<file path="config.mk">
export PLATFORM = sky130hd
export DESIGN_NAME = seg_scan_ctrl
export DESIGN_NICKNAME = d
export VERILOG_FILES = /design/src/rtl/seg_scan_ctrl.sv
export SDC_FILE = /design/constraint.sdc
export NUM_CORES = 1
export LEC_CHECK = 0
export CORE_MARGIN = 2
export CORE_UTILIZATION = 52
export DETAILED_ROUTE_END_ITERATION = 8
export HOLD_SLACK_MARGIN = 0.02
export PLACE_DENSITY_LB_ADDON = 0.15
export RECOVER_POWER = 25
export SLEW_MARGIN = 20
export SYNTH_ARGS = -nofsm -noshare
export SYNTH_HDL_FRONTEND = slang
export SYNTH_SLANG_ARGS = --single-unit
</file>
<file path="constraint.sdc">
create_clock -name clk -period 6.75 [get_ports clk]
set_clock_uncertainty 0.15 [all_clocks]
set_input_delay 1.0125 -clock clk [delete_from_list [all_inputs] [get_ports clk]]
set_output_delay 1.0125 -clock clk [all_outputs]
set_load 0.1 [all_outputs]
</file>
<file path="src/rtl/seg_scan_ctrl.sv">
// Time-multiplexed 7-segment scan controller with blanking gaps and frame-synchronous double buffering.
// Optional leading-zero suppression is enabled by defining SEG_LZ_SUPPRESS_EN.
module seg_scan_ctrl #(
  parameter int NUM_DIGITS   = 4,
  parameter int REFRESH_DIV  = 1000,
  parameter int BLANK_CYCLES = 16
) (
  input  logic                    clk,
  input  logic                    rst,
  input  logic                    enable,
  input  logic                    load,
  input  logic [4*NUM_DIGITS-1:0] digits_in,
  output logic [3:0]              bcd_out,
  output logic [NUM_DIGITS-1:0]   an,
  output logic                    frame_done
);

  localparam int DW      = 4 * NUM_DIGITS;
  localparam int CNT_MAX = (REFRESH_DIV > BLANK_CYCLES) ? REFRESH_DIV : BLANK_CYCLES;
  localparam int CNT_W   = (CNT_MAX < 2) ? 1 : $clog2(CNT_MAX);
  localparam int IDX_W   = $clog2(NUM_DIGITS);

  localparam logic [CNT_W-1:0] BLANK_LAST = CNT_W'(BLANK_CYCLES - 1);
  localparam logic [CNT_W-1:0] SHOW_LAST  = CNT_W'(REFRESH_DIV - 1);
  localparam logic [IDX_W-1:0] IDX_LAST   = IDX_W'(NUM_DIGITS - 1);

  typedef enum logic [1:0] {IDLE, BLANK, SHOW} state_t;

  state_t            state_q, state_d;
  logic [IDX_W-1:0]  idx_q, idx_d;
  logic [CNT_W-1:0]  cnt_q, cnt_d;
  logic [DW-1:0]     staged_q, staged_d;
  logic [DW-1:0]     shadow_q, shadow_d;
  logic              pending_q, pending_d;
  logic [NUM_DIGITS-1:0] an_q, an_d;
  logic [3:0]        bcd_q, bcd_d;
  logic              frame_done_q, frame_done_d;
  logic              frame_start;

  function automatic logic [3:0] digit_at(input logic [DW-1:0] s, input logic [IDX_W-1:0] i);
    logic [3:0] r;
    r = 4'h0;
    for (int k = 0; k < NUM_DIGITS; k++)
      if (IDX_W'(k) == i) r = s[4*k +: 4];
    return r;
  endfunction

`ifdef SEG_LZ_SUPPRESS_EN
  // A digit is a leading zero when it and every more significant digit are zero.
  function automatic logic lz_blank(input logic [DW-1:0] s, input logic [IDX_W-1:0] i);
    logic nz;
    nz = 1'b0;
    for (int k = 0; k < NUM_DIGITS; k++)
      if (IDX_W'(k) >= i && s[4*k +: 4] != 4'h0) nz = 1'b1;
    return (i != '0) && !nz;
  endfunction
`endif

  always_ff @(posedge clk or posedge rst) begin
    if (rst) begin
      state_q      <= IDLE;
      idx_q        <= '0;
      cnt_q        <= '0;
      staged_q     <= '0;
      shadow_q     <= '0;
      pending_q    <= 1'b0;
      an_q         <= '0;
      bcd_q        <= 4'hF;
      frame_done_q <= 1'b0;
    end else begin
      state_q      <= state_d;
      idx_q        <= idx_d;
      cnt_q        <= cnt_d;
      staged_q     <= staged_d;
      shadow_q     <= shadow_d;
      pending_q    <= pending_d;
      an_q         <= an_d;
      bcd_q        <= bcd_d;
      frame_done_q <= frame_done_d;
    end
  end

  always_comb begin
    state_d     = state_q;
    idx_d       = idx_q;
    cnt_d       = cnt_q;
    staged_d    = staged_q;
    shadow_d    = shadow_q;
    pending_d   = pending_q;
    frame_start = 1'b0;
    if (!enable) begin
      state_d = IDLE;
      idx_d   = '0;
      cnt_d   = '0;
    end else begin
      case (state_q)
        IDLE: begin
          state_d     = BLANK;
          idx_d       = '0;
          cnt_d       = '0;
          frame_start = 1'b1;
        end
        BLANK: begin
          if (cnt_q == BLANK_LAST) begin
            state_d = SHOW;
            cnt_d   = '0;
          end else begin
            cnt_d = cnt_q + 1'b1;
          end
        end
        SHOW: begin
          if (cnt_q == SHOW_LAST) begin
            state_d = BLANK;
            cnt_d   = '0;
            if (idx_q == IDX_LAST) begin
              idx_d       = '0;
              frame_start = 1'b1;
            end else begin
              idx_d = idx_q + 1'b1;
            end
          end else begin
            cnt_d = cnt_q + 1'b1;
          end
        end
        default: begin
          state_d = IDLE;
          idx_d   = '0;
          cnt_d   = '0;
        end
      endcase
    end
    // Frame-boundary swap first, so a coincident load refills staging and keeps pending set.
    if (frame_start && pending_q) begin
      shadow_d  = staged_q;
      pending_d = 1'b0;
    end
    if (load) begin
      staged_d  = digits_in;
      pending_d = 1'b1;
    end
  end

  // Outputs are computed from next-cycle state so the registered copies line up with state_q.
  always_comb begin
    an_d         = '0;
    bcd_d        = 4'hF;
    frame_done_d = 1'b0;
    if (state_d == SHOW) begin
      for (int k = 0; k < NUM_DIGITS; k++)
        an_d[k] = (IDX_W'(k) == idx_d);
      bcd_d        = digit_at(shadow_d, idx_d);
      frame_done_d = (idx_d == IDX_LAST) && (cnt_d == SHOW_LAST);
`ifdef SEG_LZ_SUPPRESS_EN
      if (lz_blank(shadow_d, idx_d)) bcd_d = 4'hF;
`endif
    end
  end

  assign an         = an_q;
  assign bcd_out    = bcd_q;
  assign frame_done = frame_done_q;

endmodule

</file>
## Yosys cells after proc, flatten, opt, wreduce, memory -nomap -nowiden

Index checks and enable logic that the tools add are counted.

- Flip-flop bits (word level): 56
- Bits in latches: 0
- RAM bits: 0
- Bits in read-only memories: 0
- Input port bits: 20
- Memories: 0

- Add/sub/neg operators: 2
- Multipliers: 0
- Divide/modulo/power cells: 0
- Order comparisons: 0
- Eq/ne operators: 11
- Shifts and indexed selects: 0
- Muxes and demuxes: 26
- Bitwise operators: 0
- Reductions and logical operators: 5

Operator list:

| kind | count |
|---|---|
| $mux 10 | 3 |
| $mux 4 | 6 |
| $eq 10x10->1 const B | 2 |
| $pmux 10 s2 | 1 |
| $mux 16 | 1 |
| $mux 2 | 6 |
| $add 10x1->10 const B | 1 |
| $eq 10x4->1 const B | 1 |
| $eq 2x2->1 const B | 4 |
| $mux 1 | 6 |
| $pmux 2 s3 | 1 |
| $eq 2x2->1 const A | 2 |
| $logic_not 2->1 | 2 |
| $pmux 2 s2 | 1 |
| $add 2x1->2 const B | 1 |
| $eq 1x2->1 const A | 1 |
| $eq 2x1->1 const B | 1 |
| $logic_and 1x1->1 | 2 |
| $pmux 1 s2 | 1 |
| $reduce_bool 2->1 | 1 |

## Logic depth before layout (Yosys ltp)

Gate-level depths: netlist of run 1.

- Depth in word-level cells: 12
- Depth in mapped cells: 11
- Gate-level depth less buffers: 9

## Least setup slack after synthesis of run 1

Ideal clock, no wire load.

- Path kind: input to register
- Start point: in enable
- End point: reg bcd_q[1] (netlist: bcd_out[1])
- Library setup time: 0.078 ns
- Arrival: 2.689 ns
- Required time: 6.522 ns
- Path slack: 3.833 ns
- Stages: 7
- Buffers on the path: 1
- Cells stage by stage: nand2_1 > or4_4 > and2_4 > buf_6 > mux2_4 > or3_1 > a31o_1

RTL lines:

| item | line | source |
|---|---|---|
| start: declaration | 10 | `input logic enable,` |
| $mux 1 | 91 | `if (!enable) begin` |
| $logic_and 1x1->1 | 133 | `if (frame_start && pending_q) begin` |
| $mux 16 | 133 |  |
| net shadow_d[9] | 33 | `logic [DW-1:0] shadow_q, shadow_d;` |
| $mux 4 (2 in a row) | 44 | `if (IDX_W'(k) == i) r = s[4*k +: 4];` |
| $mux 4 | 148 | `if (state_d == SHOW) begin` |
| net bcd_d[1] | 36 | `logic [3:0] bcd_q, bcd_d;` |
| end signal: assignment | 68 | `bcd_q <= 4'hF;` |
| end signal: assignment | 78 | `bcd_q <= bcd_d;` |
| end: declaration | 36 |  |

The timed path passes the listed nets, and every way through them passes these cells.
A chain may end at the register's enable or synchronous reset.

==> flow_summary.yaml, run 1 <==
floorplanning:
  die_w_um: 75.9
  io_pins: 29
  rows: 26
  start_util: 0.533
  core-area_sq_um: 5040
  dieArea_sq_um: 5760
  fp.dieH_um: 75.9
drt:
  via_per_inst: 5.40
  first_pass_iters: 4
  final_antenna_net_count: 0
  drt_wl_total_um: 4830
  drtIter0Drc: 143
  wire_per_inst_um: 14.8
  drc_errors: 0
  vias: 1767
power_and_ir_drop:
  powerDensity_nw_per_um2: 218
  power_leakage_uw: 0.00132
  p_total_uw: 671
  ir_drop_v: 0.000120
setup_path:
  crit_type: "in -> async"
  cp.arrival_ns: 3.71
  crit_path_max_fanout: 56
  end_kind: "asynchronous set/reset pin"
  cp-start-kind: "primary input"
  required_ns: 6.39
placement:
  hpwl_um: 3330
  portBuffers: 28
  place_area_sq_um: 3000
  gp_congestion: 0.779
  dp_slack_ns: 3.15
global_routing:
  grt-ovfl-total: 0
  grt_pass1_vias: 1633
  grt_usage: 0.184
  grt_pass1_wl_um: 7840
  grt_max_degree: 57
  antenna_found_initial: 0
cts:
  clkTransAtPathRegs_ns: 0.09
  cts_tree: "done"
  clock_sinks: 56
  htree_levels: 2
  clockBufferDepth: 2
  cts_resized: 0
  worstSkewPairLatency_ns: 0.32
  clockRootBuffer: "clkbuf_8"
  cts_buffers: 5
  ctsHoldBuffers: 0
  postCtsSetupBuffers: 0
yosys:
  synthFlopType: "dfrtp_1"
  async_flop_share: 1.00
  synth_seq_cells: 56
  synth_top_area_share: 0.484
  yosysWarnings: 0
  synth_nets: 257
  ys_seq_area_frac: 0.523
  netlist_area_sq_um: 2690
  synth_edf_count: 0
  ys_top_cells_by_area: "dfrtp_1 (48%), mux2_2 (10%), dfstp_2 (3.9%), ha_1 (2.8%), nor2_1 (2.5%)"
  synth_cells: 231
  avgSynthCellArea_sq_um: 11.6
  yosysTopAreaCell: "dfrtp_1"
  synth_cell_types: 54
timing:
  slew_headroom: -0.977
  tns_ns: 0
  fin_crit_ns: 4.08
  grt_setup_unrepaired: "false"
  hold_viol: 0
  setup_viol: 0
  fmax_mhz: 245
  worst_pin_slew_ns: 2.97
  final_max_slew_viol_count: 57
  min_period_over_period: 0.604
  fin_ws_ns: 2.67
run:
  cap_violations: 1
cells_and_area:
  layout_commonest_cell: "dfrtp_1"
  area_growth_pct: 14.7
  final_cell_mix: "dfrtp_1 (52), clkdlybuf4s50_1 (27), mux2_2 (25), nor2_1 (18)"
  nets: 282
  layout-drive-gt1-share: 0.206
  final_area_sq_um: 3080
  n_antenna_cell: 0
  fin_util: 0.611
hold_path:
  holdCritPathClass: "reg -> reg"
run_status:
  violations: "capacitance limit, slew limit"
  status: "finished, violations left"
-- logic make-up (layout without fill, tap and decap cells) --
kind of cell,count (synthesis),after routing,synth area share
adder cells (fa/ha/maj),6,6,0.0279
AND/OR/NAND/NOR,73,73,0.160
flip-flops,56,56,0.523
buffers and inverters,22,48,0.0414
XOR/XNOR,9,9,0.0293
multiplexers,30,30,0.127
AO/OA/AOI/OAI,35,35,0.0912
-- registers in the layout, summed over array words and instances, names as in the netlist --
signal      cells
an              4
bcd_out         4
cnt_q          10
frame_done      1
idx_q           2
pending_q       1
shadow_q       16
staged_q       16
state_q         2
-- critical path, cell delays in order --
cell	delay, ns
dlygate4sd3_1	0.54
clkinv_1	0.04
clkbuf_1	2.09
-- routing by layer --
metal	part of all wire	up-vias	track usage
met2	0.46	38	0.278
met1	0.48	858	0.260
li1	-	867	-
met5	0	-	0
met4	0.0095	0	0.0526
met3	0.047	4	0.0503
-- layout make-up --
type	instances	area (sq um)
Clock inverter	2	16.3
Timing Repair Buffer	30	292
Sequential cell	56	1410
Inverter	10	37.5
Clock buffer	6	72.6
Fill cell	419	1960
Multi-Input combinational cell	153	1170
Tap cell	70	87.6
-- Yosys cell counts, types with 3 or more instances --
cell type  instances
a31oi_1            4
buf_4              3
nand3_1            7
a21o_1             4
dfrtp_1           52
mux2_2            25
ha_1               6
clkbuf_1           4
inv_1             10
nand2_1            9
dfstp_2            4
xnor2_1            7
and3_1             4
o21ai_0            6
mux2i_1            3
nor3_1             6
nor2_1            18
or2_2              4
nor3b_1            3
o211ai_1           3
a21oi_1            4
-- report_power, final --
| group | leakage, uW | internal [uW] | total, uW | switching (uW) |
|---|---|---|---|---|
| Sequential | 0.000694 | 374 | 386 | 12.1 |
| Clock | 0.0000414 | 74.1 | 185 | 111 |
| Combinational | 0.000580 | 53.6 | 100 | 46.6 |
-- per-stage QoR --
step                      hold slack, ns  instances
after floorplan                    0.299        231
after global placement             0.316        319
after detailed placement           0.319        319
after CTS                          0.337        327
after global routing               0.373        327
final                              0.334        327
-- worst paths after layout --
kind	from	slack, ns	endpoint	cells past startpoint
setup / recovery	rst	2.67	cnt_q[3]	3
hold / removal	cnt_q[0]	0.33	cnt_q[0]	1
setup reg to reg	state_q[0]	3.94	bcd_out[1]	8
hold reg to reg	cnt_q[0]	0.33	cnt_q[0]	1
max in group clk	enable	3.48	bcd_out[1]	7
min in group asynchronous	rst	2.11	staged_q[10]	3
Note: power is estimated with default switching activity, not from simulation.
==> inputs of run 2 (changes only) <==
==> constraint.sdc (replaced) <==
create_clock -name clk -period 4.2 [get_ports clk]
set_clock_uncertainty 0.15 [all_clocks]
set_input_delay 0.63 -clock clk [delete_from_list [all_inputs] [get_ports clk]]
set_output_delay 0.63 -clock clk [all_outputs]
set_load 0.1 [all_outputs]
==> run 2 against run 1 <==
Net effect: the run now ends clean; worst setup slack lost 1.4 ns; worst hold slack better by 0.013 ns; critical path depth grew 5; sequential share of layout area is 0.055 points lower; clock power increased by 58%; non-clock buffer count unchanged; utilization is 0.074 points higher; clock-buffer cell count unchanged; sequential power rose by 61%.
==> flow_summary.yaml, run 2 (synthesis gave the netlist of run 1 again) <==
timing:
  tns_ns: 0
  slew_headroom: 0.0601
  final_max_slew_viol_count: 0
  grt_setup_unrepaired: "false"
  min_period_over_period: 0.693
  fin_crit_ns: 2.91
  setup_viol: 0
  fmax_mhz: 343
  hold_viol: 0
  worst_pin_slew_ns: 1.41
  timing.hold.ws_ns: 0.346
cts:
  htree_levels: 2
  cts_resized: 0
  worstSkewPairLatency_ns: 0.31
  clockBufferDepth: 2
  cts_buffers: 5
  cts_tree: "done"
  clkTransAtPathRegs_ns: 0.10
  postCtsSetupBuffers: 0
  clockRootBuffer: "clkbuf_8"
  ctsHoldBuffers: 0
  clock_sinks: 56
hold_path:
  holdCritPathClass: "reg -> reg"
  holdPathStages: 1
  worstHoldStart: "cnt_q[0]"
  hold_end: "cnt_q[0]"
global_routing:
  antenna_found_initial: 0
  grt_usage: 0.185
  grt_max_degree: 39
  grt_pass1_vias: 1687
  grt_pass1_wl_um: 7980
  grt-ovfl-total: 0
floorplanning:
  dieArea_sq_um: 5760
  die_w_um: 75.9
  rows: 26
  fp.dieH_um: 75.9
  io_pins: 29
  start_util: 0.533
  core-area_sq_um: 5040
setup_path:
  worst_path_max_delay_cell: "a311oi_1"
  crit_path_max_fanout: 9
  path_cells: "ha_1, and3b_1, and3_1, a311oi_1, buf_4, a21oi_1, o32a_1, a21o_1"
  timing.rr.start: "cnt_q[0]"
  required_ns: 4.30
  crit_family: "compound AO/OA/AOI/OAI gates"
  reg2regPathDepth: 8
  crit_type: "reg -> reg"
  cp.arrival_ns: 3.01
  crit_buf_inv: 1
  end_kind: "flip-flop"
  crit_path_max_incr_delay_ns: 0.80
  cp-start-kind: "flip-flop"
  r2r-end: "bcd_out[0]"
  rrSetupSlack_ns: 1.29
power_and_ir_drop:
  powerDensity_nw_per_um2: 348
  p_int_uw: 806
  p_sw_uw: 266
  clockPowerShare: 0.272
  swShare: 0.248
  power_leakage_uw: 0.00132
  p_comb_frac: 0.148
  power_frac_seq: 0.579
  ir_drop_v: 0.000227
cells_and_area:
  nets: 282
  nFillCells: 423
  seqCellArea_sq_um: 1410
  final_area_sq_um: 3090
  final_cell_mix: "dfrtp_1 (52), clkdlybuf4s50_1 (27), mux2_2 (25), nor2_1 (18), inv_1 (10)"
  multi_input_area_sq_um: 1170
  layout_commonest_cell: "dfrtp_1"
  area_growth_pct: 14.8
  fin_util: 0.612
  layoutNonFillerInstCount: 327
  top_regs: "shadow_q (16), staged_q (16), cnt_q (10)"
  n_antenna_cell: 0
  layout-drive-gt1-share: 0.210
run:
  cap_violations: 0
drt:
  vias: 1779
  first_pass_iters: 5
  drt_wl_total_um: 4910
  drc_errors: 0
  final_antenna_net_count: 0
  drtIter0Drc: 79
  via_per_inst: 5.44
  wire_per_inst_um: 15.0
placement:
  place_area_sq_um: 3000
  gp_congestion: 0.796
  dp_cells: 319
  portBuffers: 28
  hpwl_um: 3430
run_status:
  status: "finished clean"
## run 2: changes by cell type in the layout (fill, tap and decap cells not counted), sizes merged
cell	change
inv	+1
buf	+1
clkinv	-1
clkbuf	-1
## run 2: worst reg2reg max path: stages (launching register included)
cell,delay (ns)
dfrtp_1,0.42
ha_1,0.29
and3b_1,0.25
and3_1,0.21
a311oi_1,0.80
buf_4,0.27
a21oi_1,0.09
o32a_1,0.20
a21o_1,0.17
## run 2: metal layers
metal / vias to the layer above / global-route usage / share of wire
met5: - / 0 / 0
li1: 871 / - / -
met4: 0 / 0.0351 / 0.0045
met1: 861 / 0.266 / 0.49
met2: 45 / 0.283 / 0.46
met3: 2 / 0.0516 / 0.047
## run 2: how the worst max path moves through the flow
stage / startpoint / endpoint / slack [ns] / depth (start not counted)
4_1_cts: enable / bcd_out[1] / 1.33 / 7
5_1_grt: cnt_q[0] / bcd_out[0] / 1.11 / 8
3_5_place_dp: enable / bcd_out[1] / 0.99 / 7
6_report: cnt_q[0] / bcd_out[0] / 1.29 / 8
2_1_floorplan: state_q[0] / bcd_out[1] / 1.55 / 10
3_3_place_gp: enable / bcd_out[1] / 1.03 / 7
## run 2: power by group through the flow
stage,logic (uW),clock network (uW),registers (uW)
2_1_floorplan,124,0,625
3_3_place_gp,157,0,632
3_5_place_dp,162,0,632
4_1_cts,162,300,621
5_1_grt,179,323,630
6_report,159,292,621
## run 2: stage by stage
| stage | power [uW] | setup WS [ns] |
|---|---|---|
| CTS | 1080 | 1.33 |
| detailed placement | 794 | 0.994 |
| floorplan | 749 | 1.55 |
| global placement | 789 | 1.03 |
| global route | 1130 | 1.11 |
| finish | 1070 | 1.29 |
## run 2: cell type report
| cell class | count | area share |
|---|---|---|
| Timing Repair Buffer | 30 | 0.0957 |
| Clock inverter | 2 | 0.00527 |
| Inverter | 10 | 0.0122 |
| Multi-Input combinational cell | 153 | 0.379 |
| Clock buffer | 6 | 0.0235 |
| Tap cell | 70 | 0.0284 |
| Sequential cell | 56 | 0.456 |
==> inputs of run 3 (changes only) <==
==> constraint.sdc (replaced) <==
create_clock -name clk -period 2.9 [get_ports clk]
set_clock_uncertainty 0.15 [all_clocks]
set_input_delay 0.435 -clock clk [delete_from_list [all_inputs] [get_ports clk]]
set_output_delay 0.435 -clock clk [all_outputs]
set_load 0.1 [all_outputs]
==> run 3 against run 2 <==
Net effect: highest routed layer unchanged; sequential cell count is the same; critical path type unchanged; critical path depth unchanged; clock-buffer cell count stayed put; critical endpoint is now bcd_out[2]; sequential share of layout area decreased by 0.87 points; worst setup slack lost 1.1 ns.
==> flow_summary.yaml, run 3 (synthesis gave the netlist of run 1 again) <==
run_status:
  status: "finished clean"
placement:
  gp_congestion: 0.816
  hpwl_um: 3630
  portBuffers: 28
  dp_slack_ns: 0.0420
global_routing:
  top_usage_layer: "met2"
  grt_use_met2: 0.280
  grt_usage: 0.183
  grt_max_degree: 36
  grt_pass1_wl_um: 7780
  grtUsageMet1: 0.264
  grt-ovfl-total: 0
  use_met3: 0.0437
  grt_pass1_vias: 1613
  antenna_found_initial: 0
timing:
  final_max_slew_viol_count: 0
  slew_headroom: 0.135
  fmax_mhz: 372
  hold_viol: 0
  tns_ns: 0
  fin_ws_ns: 0.212
  fin_crit_ns: 2.69
  setup_viol: 0
  min_period_over_period: 0.927
  worst_pin_slew_ns: 1.30
  grt_setup_unrepaired: "false"
cts:
  htree_levels: 2
  cts_resized: 0
  clockRootBuffer: "clkbuf_8"
  cts_buffers: 5
  cts_tree: "done"
  postCtsSetupBuffers: 0
  clockBufferDepth: 2
  worstSkewPairLatency_ns: 0.32
  ctsHoldBuffers: 0
  clock_sinks: 56
  clkTransAtPathRegs_ns: 0.10
floorplanning:
  fp.dieH_um: 75.9
  start_util: 0.533
  dieArea_sq_um: 5760
  rows: 26
  core-area_sq_um: 5040
  io_pins: 29
  die_w_um: 75.9
cells_and_area:
  area_growth_pct: 17.0
  top_regs: "shadow_q (16), staged_q (16), cnt_q (10)"
  layout-drive-gt1-share: 0.276
  n_antenna_cell: 0
  layout_commonest_cell: "dfrtp_1"
  nets: 293
  nFillCells: 417
  final_cell_mix: "dfrtp_1 (52), mux2_2 (25), buf_4 (22), nor2_1 (18), clkdlybuf4s50_1 (18)"
power_and_ir_drop:
  power_leakage_uw: 0.00138
  clockPowerShare: 0.274
  power_frac_seq: 0.575
  p_sw_uw: 394
  powerDensity_nw_per_um2: 498
  p_int_uw: 1170
  ir_drop_v: 0.000317
  p_comb_frac: 0.151
  swShare: 0.252
setup_path:
  required_ns: 2.99
  cp.arrival_ns: 2.77
  rrSetupSlack_ns: 0.21
  timing.rr.start: "cnt_q[0]"
  end_kind: "flip-flop"
  reg2regPathDepth: 8
  cp-start-kind: "flip-flop"
  crit_path_max_fanout: 12
  crit_type: "reg -> reg"
  r2r-end: "bcd_out[2]"
drt:
  via_per_inst: 5.38
  first_pass_iters: 4
  drt_wl_total_um: 5000
  final_antenna_net_count: 0
  drc_errors: 0
  vias: 1820
  drtIter0Drc: 83
  wire_per_inst_um: 14.8
run:
  cap_violations: 0
hold_path:
  worstHoldStart: "cnt_q[0]"
  holdCritPathClass: "reg -> reg"
  holdPathStages: 1
  hold_end: "cnt_q[0]"
-- run 3: cell count changes in the layout (fill, tap and decap cells not counted) --
cell             previous run  this run
buf_4                       2        22
clkdlybuf4s50_1            27        18
-- run 3: final cells by class --
class	count	area, sq um	area share
Timing Repair Buffer	41	355	0.113
Tap cell	70	87.6	0.0278
Clock buffer	6	72.6	0.0231
Clock inverter	2	16.3	0.00517
Multi-Input combinational cell	153	1170	0.372
Sequential cell	56	1410	0.447
Inverter	10	37.5	0.0119
-- run 3: stage by stage --
step	util	hold WS, ns	cell area [sq um]	std cells	total power [uW]
final	0.624	0.331	3150	338	1570
after global routing	0.624	0.363	3150	338	1640
after CTS	0.624	0.335	3150	338	1580
after detailed placement	0.606	0.323	3060	330	1160
after global placement	0.606	0.316	3060	330	1150
after floorplan	-	0.299	2690	231	1080
-- run 3: worst max-delay path by stage --
stage | start | end | slack, ns | cells past startpoint
after global routing | cnt_q[0] | bcd_out[2] | 0.09 | 8
after CTS | cnt_q[0] | bcd_out[2] | 0.22 | 8
after detailed placement | enable | bcd_out[2] | 0.04 | 8
final | cnt_q[0] | bcd_out[2] | 0.21 | 8
after floorplan | state_q[0] | bcd_out[1] | 0.25 | 10
after global placement | enable | bcd_out[2] | 0.11 | 8
-- run 3: metal layers --
metal / up-vias / routed length, um
li1: 894 / -
met1: 881 / 2460
met2: 41 / 2290
met3: 4 / 199
met4: 0 / 42
met5: - / 0
-- run 3: power groups by stage --
stage,Sequential (uW),Combinational (uW),Clock [uW]
2_1_floorplan,905,179,0
3_3_place_gp,917,230,0
3_5_place_dp,918,238,0
4_1_cts,903,239,442
5_1_grt,912,261,470
6_report,902,236,430
-- run 3: worst max-delay path, cell delays in order (launching register included) --
cell and delay [ns]:
dfrtp_1 0.39, ha_1 0.29, nand3b_1 0.16, or4_4 0.52, and2_4 0.20, buf_4 0.19
mux2_2 0.30, a221oi_1 0.29, o21ai_1 0.11
